`src/rtl/btn_debouncer_pkg.sv`:
```
// ============================================================================
// Module      : btn_debouncer_pkg
// Description : Shared FSM state type and default qualification length for
//               the push-button debouncer.
// Revision    : 1.0 - initial release
// ============================================================================
`default_nettype none
`timescale 1ns/1ps

package btn_debouncer_pkg;

    // 10 ms of stable level at a 100 MHz system clock
    localparam int unsigned CNT_MAX_DEFAULT = 1_000_000;

    typedef enum logic [1:0] {
        STABLE_LO = 2'd0,
        WAIT_HI   = 2'd1,
        STABLE_HI = 2'd2,
        WAIT_LO   = 2'd3
    } db_state_e;

endpackage : btn_debouncer_pkg

`default_nettype wire

```
`src/rtl/sync_2ff.sv`:
```
// ============================================================================
// Module      : sync_2ff
// Description : Two-flop synchroniser for a single asynchronous input bit.
// Revision    : 1.0 - initial release
// ============================================================================
`default_nettype none
`timescale 1ns/1ps

module sync_2ff (
    input  logic clk,
    input  logic rst,
    input  logic d,
    output logic q
);

    logic r_meta;
    logic r_q;

    always_ff @(posedge clk or negedge rst) begin
        if (!rst) begin
            r_meta <= 1'b0;
            r_q    <= 1'b0;
        end else begin
            r_meta <= d;
            r_q    <= r_meta;
        end
    end

    assign q = r_q;

endmodule : sync_2ff

`default_nettype wire

```
`src/rtl/btn_debouncer.sv`:
```
// ============================================================================
// Module      : btn_debouncer
// Description : Synchronises and debounces a mechanical push-button, with
//               registered level output and one-cycle rise/fall strobes.
// Revision    : 1.0 - initial release
// ============================================================================
`default_nettype none
`timescale 1ns/1ps

module btn_debouncer
    import btn_debouncer_pkg::*;
#(
    parameter int unsigned CNT_MAX = CNT_MAX_DEFAULT
) (
    input  logic clk,
    input  logic rst,
    input  logic btn_raw,
    output logic btn_db,
    output logic rise,
    output logic fall
);

    localparam int unsigned           c_CNT_W    = $clog2(CNT_MAX);
    localparam logic [c_CNT_W-1:0]    c_CNT_LAST = c_CNT_W'(CNT_MAX - 1);

    logic               w_btn_s;
    db_state_e          r_state;
    db_state_e          w_state_nx;
    logic [c_CNT_W-1:0] r_cnt;
    logic [c_CNT_W-1:0] w_cnt_nx;
    logic               r_btn_db;
    logic               r_rise;
    logic               r_fall;

    sync_2ff u_sync (
        .clk (clk),
        .rst (rst),
        .d   (btn_raw),
        .q   (w_btn_s)
    );

    // Any return to the old level drops back to STABLE_* with the count cleared,
    // so a later attempt always qualifies from zero.
    always_comb begin
        w_state_nx = r_state;
        w_cnt_nx   = '0;
        case (r_state)
            STABLE_LO: begin
                if (w_btn_s) w_state_nx = WAIT_HI;
            end
            WAIT_HI: begin
                if (!w_btn_s)                 w_state_nx = STABLE_LO;
                else if (r_cnt == c_CNT_LAST) w_state_nx = STABLE_HI;
                else                          w_cnt_nx   = r_cnt + 1'b1;
            end
            STABLE_HI: begin
                if (!w_btn_s) w_state_nx = WAIT_LO;
            end
            WAIT_LO: begin
                if (w_btn_s)                  w_state_nx = STABLE_HI;
                else if (r_cnt == c_CNT_LAST) w_state_nx = STABLE_LO;
                else                          w_cnt_nx   = r_cnt + 1'b1;
            end
            default: begin
                w_state_nx = STABLE_LO;
            end
        endcase
    end

    // Outputs are registered from the next state so btn_db changes on the
    // same edge the FSM enters the new stable state.
    always_ff @(posedge clk or negedge rst) begin
        if (!rst) begin
            r_state  <= STABLE_LO;
            r_cnt    <= '0;
            r_btn_db <= 1'b0;
            r_rise   <= 1'b0;
            r_fall   <= 1'b0;
        end else begin
            r_state  <= w_state_nx;
            r_cnt    <= w_cnt_nx;
            r_btn_db <= (w_state_nx == STABLE_HI) || (w_state_nx == WAIT_LO);
            r_rise   <= (r_state == WAIT_HI) && (w_state_nx == STABLE_HI);
            r_fall   <= (r_state == WAIT_LO) && (w_state_nx == STABLE_LO);
        end
    end

    assign btn_db = r_btn_db;
    assign rise   = r_rise;
    assign fall   = r_fall;

endmodule : btn_debouncer

`default_nettype wire

```
`config.mk`:
```
export PLATFORM = sky130hd
export DESIGN_NAME = btn_debouncer
export DESIGN_NICKNAME = d
export VERILOG_FILES = /design/src/rtl/btn_debouncer_pkg.sv /design/src/rtl/sync_2ff.sv /design/src/rtl/btn_debouncer.sv
export SDC_FILE = /design/constraint.sdc
export NUM_CORES = 1
export LEC_CHECK = 0
export CORE_ASPECT_RATIO = 0.9
export CORE_MARGIN = 2
export CORE_UTILIZATION = 40
export CTS_BUF_LIST = sky130_fd_sc_hd__clkbuf_16
export CTS_CLUSTER_DIAMETER = 30
export CTS_CLUSTER_SIZE = 20
export DETAILED_ROUTE_END_ITERATION = 10
export GPL_TIMING_DRIVEN = 0
export PLACE_DENSITY_LB_ADDON = 0.1
export SLEW_MARGIN = 20
export SYNTH_ARGS = -nofsm -noshare
export SYNTH_HDL_FRONTEND = slang
export SYNTH_SLANG_ARGS = --single-unit
```
`constraint.sdc`:
```
create_clock -name clk -period 3 [get_ports clk]
set_input_delay 0.45 -clock clk [delete_from_list [all_inputs] [get_ports clk]]
set_output_delay 0.45 -clock clk [all_outputs]
set_load 0.005 [all_outputs]
```
==> impl_metrics.csv <==
group,metric,value,unit
logic_synthesis,ys_warn_count,0,
worst_setup_path,reg2reg_slack,1.08,ns
finish,antenna_cells,0,
sta,worst_pin_slew,0.603,ns
clock_tree,clkLatencyLatePin,0.26,ns
finish,nets,136,
logic_synthesis,syn-num-nets,126,
detailed_routing,drc,0,
detailed_routing,wl_per_cell,12.8,um
worst_setup_path,required,3.14,ns
finish,most-common-layout-cells,"dfrtp_1 (27), nor2_1 (17)",
worst_setup_path,path_class,"reg -> reg",
clock_tree,cts_resized,0,
worst_setup_path,r2r_cells,7,
sta,relSlewSlack,59.8,%
finish,final_common_cell,"dfrtp_1",
logic_synthesis,synth.distinct_cells,27,
global_route,overflow,0,
worst_setup_path,r2r-start,"r_cnt[0]",
sta,drv_slew,0,
sta,fin_skew,0.00340,ns
global_route,grt_pass1_vias,825,
clock_tree,ctsHoldBuffers,0,
pwr,p_per_area,473,nW/um2
detailed_routing,drt_first_pass_iters,4,
worst_setup_path,cp-endpoint,"r_cnt[9]",
worst_setup_path,cp.arrival,2.06,ns
die,fp.dieW,63.4,um
sta,tns,0,ns
placement,gp_congestion,0.790,
die,die_area,3650,um2
logic_synthesis,syn_avg_cell_area,10.4,um2
finish,nFillCells,299,
placement,placed_area,1370,um2
sta,fmax,0.520,GHz
global_route,grt_use_total,13.7,%
placement,dp_hpwl,1.58,mm
pwr,irDropWorstVdd,0.457,mV
die,initial_core_util,41.8,%
placement,io_buffers,5,
sta,hold_viol_final,0,
worst_setup_path,r2r-end,"r_cnt[9]",
sta,period_share,64.1,%
global_route,grt_max_degree,28,
finish,area_growth,14.0,%
clock_tree,h-tree-depth,1,
sta,setup_viol_count_final,0,
detailed_routing,first_iter_violations,44,
die,row_count,19,
clock_tree,cts_tree,"done",
sta,min_period,1.92,ns
logic_synthesis,synth.yosys.seq_area_share,53.1,%
die,die_h,57.5,um
die,core_area,3040,um2
pwr,power_leakage,0.591,nW
detailed_routing,vias_per_cell,5.23,
global_route,antenna_found_initial,0,
die,io_pins,6,
job,cap_violations,0,
clock_tree,cts_setup_buffers,0,
clock_tree,cts_sinks,27,
worst_setup_path,cp-startpoint,"r_cnt[0]",
detailed_routing,ant_nets,0,
logic_synthesis,syn_inst,122,
clock_tree,clk_pin_slew,0.06,ns
clock_tree,cts.path.max_buffers,2,
global_route,grt_pass1_wl,3.91,mm
logic_synthesis,ys_ff_latch,27,
finish,layout-drive-gt1-share,9.92,%
sta,rsz0062_at_grt,"false",
finish,design_area,1450,um2
detailed_routing,wl,2.22,mm
placement,place_ws,1.05,ns
detailed_routing,via_count,905,
worst_setup_path,path_max_fanout,10,
clock_tree,clock-root-buffer,"clkbuf_16",
logic_synthesis,syn_area,1270,um2
clock_tree,cts_buffers,3,
status,status,"finished clean",
worst_setup_path,critPathLaunchType,"flop",
sta,fin_ws,1.08,ns
worst_setup_path,end_kind,"flop",
hold_path,hold_class,"in -> async",
==> synth_stat cells (all sizes together) <==
cell   instances  area share [%]
a21o           1            0.59
a21oi          5             2.0
a31o           1            0.69
and2           3             1.5
and3           2            0.98
and3b          1            0.69
and4           3             2.2
buf            2            0.79
dfrtp         27              53
ha             1            0.98
inv            4             1.2
mux2           2             1.8
nand2          6             1.8
nand3          7             2.8
nand4          8             5.1
nor2          17             5.0
nor3           2            0.79
nor3b          2             1.2
nor4           4             2.0
nor4b          1            0.69
o21ai          4             1.6
or3            4             2.0
or4b           1             1.1
xnor2          7             4.8
xor2           7             4.8
==> layer usage <==
metal  vias to the layer above  GRT usage, %  part of all wire [%]
met5                         -             0                     0
met4                         0          2.80                  0.72
met3                         2          3.55                   2.1
met2                         5          21.2                    45
met1                       441          19.7                    52
li1                        457             -                     -
==> cells by family after synthesis <==
logic type	synth area share [%]
flops	53.1
fa+ha+maj	0.984
simple gates	27.7
buf+inv	1.97
mux	1.77
compound gates	4.82
xor+xnor	9.65
==> state kept, by name (all words and copies together), names as in the netlist <==
signal	flops
rise	1
u_sync.q	1
r_state	2
r_cnt	20
u_sync.r_meta	1
btn_db	1
fall	1
==> stage by stage <==
| stage | hold WS, ns | total power [mW] | instances | utilization, % |
|---|---|---|---|---|
| finish | 0.198 | 0.685 | 173 | 47.6 |
| global route | 0.244 | 0.712 | 173 | 47.6 |
| CTS | 0.218 | 0.699 | 173 | 47.6 |
| detailed placement | 0.346 | 0.396 | 169 | 45.0 |
| global placement | 0.342 | 0.397 | 169 | 45.1 |
| floorplan | 0.154 | 0.384 | 122 | - |
==> layout make-up <==
| type | count | area, um2 | share of cell area [%] |
|---|---|---|---|
| inverter | 4 | 15.0 | 1.04 |
| sequential | 27 | 676 | 46.6 |
| clock buffer | 3 | 75.1 | 5.18 |
| multi-input combinational | 89 | 571 | 39.4 |
| timing repair buffer | 5 | 45.0 | 3.11 |
| tap | 42 | 52.6 | 3.63 |
| buffer | 2 | 10.0 | 0.691 |
| clock inverter | 1 | 5.00 | 0.345 |
==> how the worst min path moves through the flow <==
stage | depth (start not counted) | from | end
5_1_grt | 1 | rst | r_cnt[17]
6_report | 1 | rst | r_cnt[3]
3_3_place_gp | 0 | u_sync.r_meta | u_sync.q
3_5_place_dp | 0 | u_sync.r_meta | u_sync.q
4_1_cts | 1 | rst | r_cnt[7]
2_1_floorplan | 0 | rst | btn_db
==> critical path, stage by stage (launching register included) <==
cell and delay, ns:
dfrtp_1 0.38, ha_1 0.24, nand4_1 0.24, nor2_1 0.23, a21o_1 0.13, buf_2 0.21
buf_2 0.27, nor2_1 0.08
==> where the power goes <==
part | internal (mW) | switching (mW)
sequential | 0.367 | 0.00255
combinational | 0.00485 | 0.0136
clock | 0.180 | 0.117
Note: power is estimated with default switching activity, not from simulation.
